===== config.mk =====
export PLATFORM = sky130hd
export DESIGN_NAME = dbg_bus_master
export DESIGN_NICKNAME = d
export VERILOG_FILES = /design/src/rtl/dbg_pkg.sv /design/src/rtl/dbg_gap_timer.sv /design/src/rtl/dbg_bus_master.sv
export SDC_FILE = /design/constraint.sdc
export NUM_CORES = 1
export LEC_CHECK = 0
export CORE_UTILIZATION = 44
export DETAILED_ROUTE_END_ITERATION = 10
export GPL_ROUTABILITY_DRIVEN = 0
export PLACE_DENSITY = 0.71
export SYNTH_ARGS = -nofsm -noshare
export SYNTH_HDL_FRONTEND = slang
export SYNTH_HIERARCHICAL = 1
export SYNTH_SLANG_ARGS = --single-unit

===== constraint.sdc =====
create_clock -name clk -period 5.4 [get_ports clk]
set_input_delay 1.08 -clock clk [delete_from_list [all_inputs] [get_ports clk]]
set_output_delay 1.08 -clock clk [all_outputs]
set_load 0.02 [all_outputs]

===== src/rtl/dbg_pkg.sv =====
// rtl/dbg_pkg.sv - shared opcodes and FSM state encoding for the debug bus master
package dbg_pkg;

    localparam logic [7:0] OP_WRITE = 8'h57;
    localparam logic [7:0] OP_READ  = 8'h52;

    typedef enum logic [2:0] {
        ST_IDLE     = 3'd0,
        ST_GET_ADDR = 3'd1,
        ST_GET_DATA = 3'd2,
        ST_REQ      = 3'd3,
        ST_ACCESS   = 3'd4,
        ST_SEND     = 3'd5
    } state_t;

    // Select byte lane k (0 = least significant) of a 32-bit word.
    function automatic logic [7:0] byte_lane(input logic [31:0] word, input logic [1:0] k);
        logic [31:0] shifted;
        shifted = word >> {k, 3'b000};
        return shifted[7:0];
    endfunction

endpackage


===== src/rtl/dbg_gap_timer.sv =====
// rtl/dbg_gap_timer.sv - inter-byte idle gap counter with expire flag
module dbg_gap_timer #(
    parameter int unsigned TIMEOUT_CYCLES = 1000000
) (
    input  logic clk,
    input  logic rst_n,
    input  logic run,
    input  logic clear,
    output logic expire
);

    logic [31:0] count;

    // Count idle cycles while parsing; any received byte or leaving the parse states restarts it.
    always_ff @(posedge clk or negedge rst_n) begin
        if (!rst_n) begin
            count <= 32'd0;
        end else if (!run || clear) begin
            count <= 32'd0;
        end else if (!expire) begin
            count <= count + 32'd1;
        end
    end

    assign expire = run && (count >= TIMEOUT_CYCLES);

endmodule


===== src/rtl/dbg_bus_master.sv =====
// rtl/dbg_bus_master.sv - UART byte-command parser driving single bridge bus accesses
module dbg_bus_master
    import dbg_pkg::*;
#(
    parameter int unsigned TIMEOUT_CYCLES = 1000000,
    parameter logic [7:0]  ACK_BYTE       = 8'h4B
) (
    input  logic        clk,
    input  logic        sys_rstn,
    input  logic [7:0]  rx_data,
    input  logic        rx_valid,
    output logic [7:0]  tx_data,
    output logic        tx_valid,
    input  logic        tx_ready,
    output logic        bus_req,
    input  logic        bus_gnt,
    output logic [31:0] Addr,
    output logic [31:0] WD,
    output logic        WE,
    output logic [3:0]  ByteEN,
    input  logic [31:0] RD,
    output logic        busy
);

    state_t      state;
    state_t      state_next;
    logic [1:0]  byte_cnt;
    logic        byte_step;
    logic        is_write;
    logic [31:0] addr_q;
    logic [31:0] data_q;
    logic [31:0] rd_q;
    logic [31:0] addr_out;
    logic [31:0] wd_out;
    logic        parsing;
    logic        gap_expire;
    logic        op_ok;

    assign parsing = (state == ST_GET_ADDR) || (state == ST_GET_DATA);
    assign op_ok   = rx_valid && ((rx_data == OP_WRITE) || (rx_data == OP_READ));

    dbg_gap_timer #(
        .TIMEOUT_CYCLES(TIMEOUT_CYCLES)
    ) u_gap_timer (
        .clk   (clk),
        .rst_n (sys_rstn),
        .run   (parsing),
        .clear (rx_valid),
        .expire(gap_expire)
    );

    // State register plus byte counter, assembled command words and bus-side holding registers.
    always_ff @(posedge clk or negedge sys_rstn) begin
        if (!sys_rstn) begin
            state    <= ST_IDLE;
            byte_cnt <= 2'd0;
            is_write <= 1'b0;
            addr_q   <= 32'd0;
            data_q   <= 32'd0;
            rd_q     <= 32'd0;
            addr_out <= 32'd0;
            wd_out   <= 32'd0;
        end else begin
            state <= state_next;
            if (state_next != state) begin
                byte_cnt <= 2'd0;
            end else if (byte_step) begin
                byte_cnt <= byte_cnt + 2'd1;
            end
            if (state == ST_IDLE && op_ok) begin
                is_write <= (rx_data == OP_WRITE);
            end
            if (state == ST_GET_ADDR && rx_valid) begin
                addr_q[{byte_cnt, 3'b000} +: 8] <= rx_data;
            end
            if (state == ST_GET_DATA && rx_valid) begin
                data_q[{byte_cnt, 3'b000} +: 8] <= rx_data;
            end
            // Bus address/data only change on entry to ACCESS so they hold between accesses.
            if (state == ST_REQ && bus_gnt) begin
                addr_out <= addr_q;
                if (is_write) begin
                    wd_out <= data_q;
                end
            end
            if (state == ST_ACCESS && !is_write) begin
                rd_q <= RD;
            end
        end
    end

    // Next-state logic; bytes arriving outside IDLE/GET_* fall through untouched.
    always_comb begin
        state_next = state;
        byte_step  = 1'b0;
        case (state)
            ST_IDLE: begin
                if (op_ok) begin
                    state_next = ST_GET_ADDR;
                end
            end
            ST_GET_ADDR: begin
                if (rx_valid) begin
                    byte_step = 1'b1;
                    if (byte_cnt == 2'd3) begin
                        state_next = is_write ? ST_GET_DATA : ST_REQ;
                    end
                end else if (gap_expire) begin
                    state_next = ST_IDLE;
                end
            end
            ST_GET_DATA: begin
                if (rx_valid) begin
                    byte_step = 1'b1;
                    if (byte_cnt == 2'd3) begin
                        state_next = ST_REQ;
                    end
                end else if (gap_expire) begin
                    state_next = ST_IDLE;
                end
            end
            ST_REQ: begin
                if (bus_gnt) begin
                    state_next = ST_ACCESS;
                end
            end
            ST_ACCESS: begin
                state_next = ST_SEND;
            end
            ST_SEND: begin
                if (tx_ready) begin
                    byte_step = 1'b1;
                    if (is_write || byte_cnt == 2'd3) begin
                        state_next = ST_IDLE;
                    end
                end
            end
            default: begin
                state_next = ST_IDLE;
            end
        endcase
    end

    // Outputs decoded from state so reset forces them to their idle values immediately.
    always_comb begin
        bus_req  = (state == ST_REQ) || (state == ST_ACCESS);
        WE       = (state == ST_ACCESS) && is_write;
        ByteEN   = (state == ST_ACCESS) ? 4'b1111 : 4'b0000;
        busy     = (state != ST_IDLE);
        tx_valid = (state == ST_SEND);
        tx_data  = 8'h00;
        if (state == ST_SEND) begin
            tx_data = is_write ? ACK_BYTE : byte_lane(rd_q, byte_cnt);
        end
        Addr = addr_out;
        WD   = wd_out;
    end

endmodule


==> out/qor.yml <==
logic_synthesis:
  synthXorXnorAreaFrac: 0.0184
  yosysTopAreaCell: "dfrtp_1"
  synth_area_leaders: "dfrtp_1 58%, mux2_2 12%, nand2_1 5.1%"
  ys_seq_area_frac: 0.580
  synth_edf_count: 0
  synth_top_family_by_area: "multiplexers"
  synth_async_sr_flop_share: 1.00
  synth.most_common_cell: "dfrtp_1"
  yosysUniqueCellTypes: 57
  syn_nets: 752
  synth_fa_ha_area_frac: 0.0117
  synth-simple-area-share: 0.127
  synth-compound-area-share: 0.0833
  syn_area_um2: 8550
  synth_flop_cell: "dfrtp_1"
  synth_seq_cells: 198
  synth_top_area_share: 0.580
  syn_inst: 699
  synthMuxAreaShare: 0.150
  yosysWarnings: 6
  syn_area_per_cell_um2: 12.2
  synthTopCellsByCount: "198 x dfrtp_1, 116 x nand2_1, 94 x mux2_2"
placed_design:
  post-place-ws_ns: 2.12
  hpwlAfterDp_um: 12200
  io_buffer_count: 124
  dp_cells: 1052
sta:
  slew_violations: 0
  period_share: 0.696
  finalHoldViolations: 0
  setup_viol: 0
  clock_skew_ns: 0.0115
  tightest_slew_ns: 1.20
  timing.fmax_mhz: 266
  postLayoutSetupSlackWorst_ns: 1.64
  grt_setup_unrepaired: "no"
  slew_headroom: 0.201
  fin_tns_setup_ns: 0
  final.min_clock_period_ns: 3.76
clocking:
  cts_buffer_depth: 2
  cts-root-buf: "clkbuf_16"
  clk_pin_slew_ns: 0.07
  h-tree-depth: 4
  postCtsHoldBufs: 0
  cts_tree: "yes"
  insertion_delay_ns: 0.43
  post_cts.repair.setup_buffers: 0
  cts_resized: 0
  numCtsBuffers: 17
  cts.sinks: 198
final_layout:
  nNetsFinal: 864
  diodes: 0
  n_fill_cell: 1687
  drive_above_1_share: 0.206
  finalNonFillerCells: 1084
  area_growth_pct: 23.3
grt:
  grt_pass1_wl_um: 30400
  grt_max_degree: 117
  grt.total_usage: 0.197
  grt_pass1_vias: 5665
  grt_antenna_before_repair: 0
  grt-ovfl-total: 0
worst_hold_path:
  min_from: "addr_q[11]$_DFFE_PN0P_"
  hp-class: "reg2reg"
  holdPathEnd: "addr_q[11]$_DFFE_PN0P_"
  min_path_cells: 2
power_and_ir_drop:
  p_sw_mw: 1.13
  p_per_area_nw_per_um2: 356
  internal_power_mw: 2.63
  p_leak_nw: 4.77
  seqPwrFrac: 0.456
  pwr-share-comb: 0.201
  swShare: 0.300
  peakVddDrop_mv: 0.225
  power_frac_clock: 0.343
floorplan:
  die-area_um2: 20000
  coreArea_um2: 18900
  die_y_um: 141
  fp.dieW_um: 141
  rows: 50
  io-pin-count: 125
  initial_utilization: 0.453
route:
  avgViaCountPerCell: 5.14
  wl_um: 18200
  drtAntennaViolNets: 0
  wl_per_cell_um: 16.8
  drt_iter0_drc: 241
  drc: 0
  vias: 5575
  dr.pass1.iters: 5
worst_setup_path:
  worstSetupPathType: "reg2out"
  r2r-end: "addr_q[14]$_DFFE_PN0P_"
  cp-end-kind: "primary output"
  cp-start-kind: "flip-flop"
  rrSetupSlack_ns: 2.36
  path_max_fanout: 21
  reg2reg_depth: 5
  critPathRequiredTime_ns: 4.32
  timing.rr.start: "byte_cnt[0]$_DFFE_PN0P_"
  crit_arrival_ns: 2.68
run:
  max-cap-violations: 0
outcome:
  outcome: "completed"
[logic make-up (layout without fill, tap and decap cells)]
kind of cell,Yosys count,count (layout)
flops,198,198
fa+ha+maj,8,8
mux,106,106
simple gates,220,220
xor+xnor,18,18
buf+inv,47,172
compound gates,102,102
[how the worst max path moves through the flow]
stage                            startpoint         end
floorplan           byte_cnt[0]$_DFFE_PN0P_  tx_data[2]
global placement         state[0]$_DFF_PN0_  tx_data[7]
detailed placement       state[0]$_DFF_PN0_  tx_data[7]
CTS                 byte_cnt[0]$_DFFE_PN0P_  tx_data[3]
global route             state[0]$_DFF_PN0_  tx_data[7]
finish                   state[0]$_DFF_PN0_  tx_data[7]
[critical path, stage by stage (launching register included)]
cell and delay, ns:
dfrtp_1 0.81, nand2_1 0.44, nor3b_1 0.35, clkdlybuf4s50_1 0.66
[stage by stage]
step	utilization	cell area (µm²)	hold WS, ns	power, mW
floorplan	-	8550	0.443	2.20
global placement	0.527	9950	0.458	2.49
detailed placement	0.527	9950	0.467	2.51
CTS	0.558	10500	0.483	3.80
global route	0.558	10500	0.499	3.94
finish	0.558	10500	0.478	3.75
[cell type report]
type                    instances  area, µm²  share of cell area
clock buffers                  19        453              0.0430
clock inverters                13        143              0.0135
inverters                      10       37.5             0.00356
multi-input cells             454       3340               0.317
flip-flops and latches        198       4950               0.470
well taps                     260        325              0.0308
repair buffers                130       1290               0.122
[power by group through the flow]
stage               Combinational, mW  Sequential, mW  Clock, mW
finish                          0.754            1.71       1.29
global route                    0.832            1.73       1.38
CTS                             0.766            1.72       1.31
detailed placement              0.761            1.75          0
global placement                0.749            1.74          0
floorplan                       0.479            1.72          0
[flip-flops by register name, summed over array words and instances, names as in the netlist]
register           cells
is_write               1
rd_q                  32
byte_cnt               2
state                  3
u_gap_timer/count     32
addr_q                32
WD                    32
Addr                  32
data_q                32
[layer usage]
metal | GRT usage | share of wire | vias to the layer above
met4 | 0.0566 | 0.0085 | 0
met2 | 0.322 | 0.49 | 107
met3 | 0.0381 | 0.034 | 12
met5 | 0 | 0 | -
met1 | 0.269 | 0.47 | 2798
li1 | - | - | 2658
[cell usage in the layout (no fill, tap or decap), types with 3 or more instances in the layout]
| master | instances |
|---|---|
| nor4_2 | 3 |
| nor3b_1 | 5 |
| nand3_2 | 3 |
| and2_1 | 13 |
| o21ai_0 | 66 |
| a31oi_1 | 3 |
| nand2_1 | 116 |
| nor2_1 | 34 |
| ha_1 | 8 |
| xnor2_1 | 16 |
| mux2_2 | 94 |
| mux4_2 | 8 |
| a2111oi_4 | 3 |
| and3_1 | 3 |
| nor3_1 | 3 |
| o21ai_1 | 4 |
| clkinv_2 | 3 |
| nand2b_1 | 5 |
| buf_4 | 6 |
| inv_1 | 9 |
| nand4_1 | 3 |
| and4_1 | 3 |
| nor2b_1 | 3 |
| dfrtp_1 | 198 |
| a211oi_1 | 5 |
| inv_6 | 5 |
| clkdlybuf4s50_1 | 123 |
| clkbuf_8 | 3 |
| clkbuf_16 | 17 |
| mux2_1 | 3 |
| nand3_1 | 12 |
No activity file was read; power rests on OpenSTA's default activity.
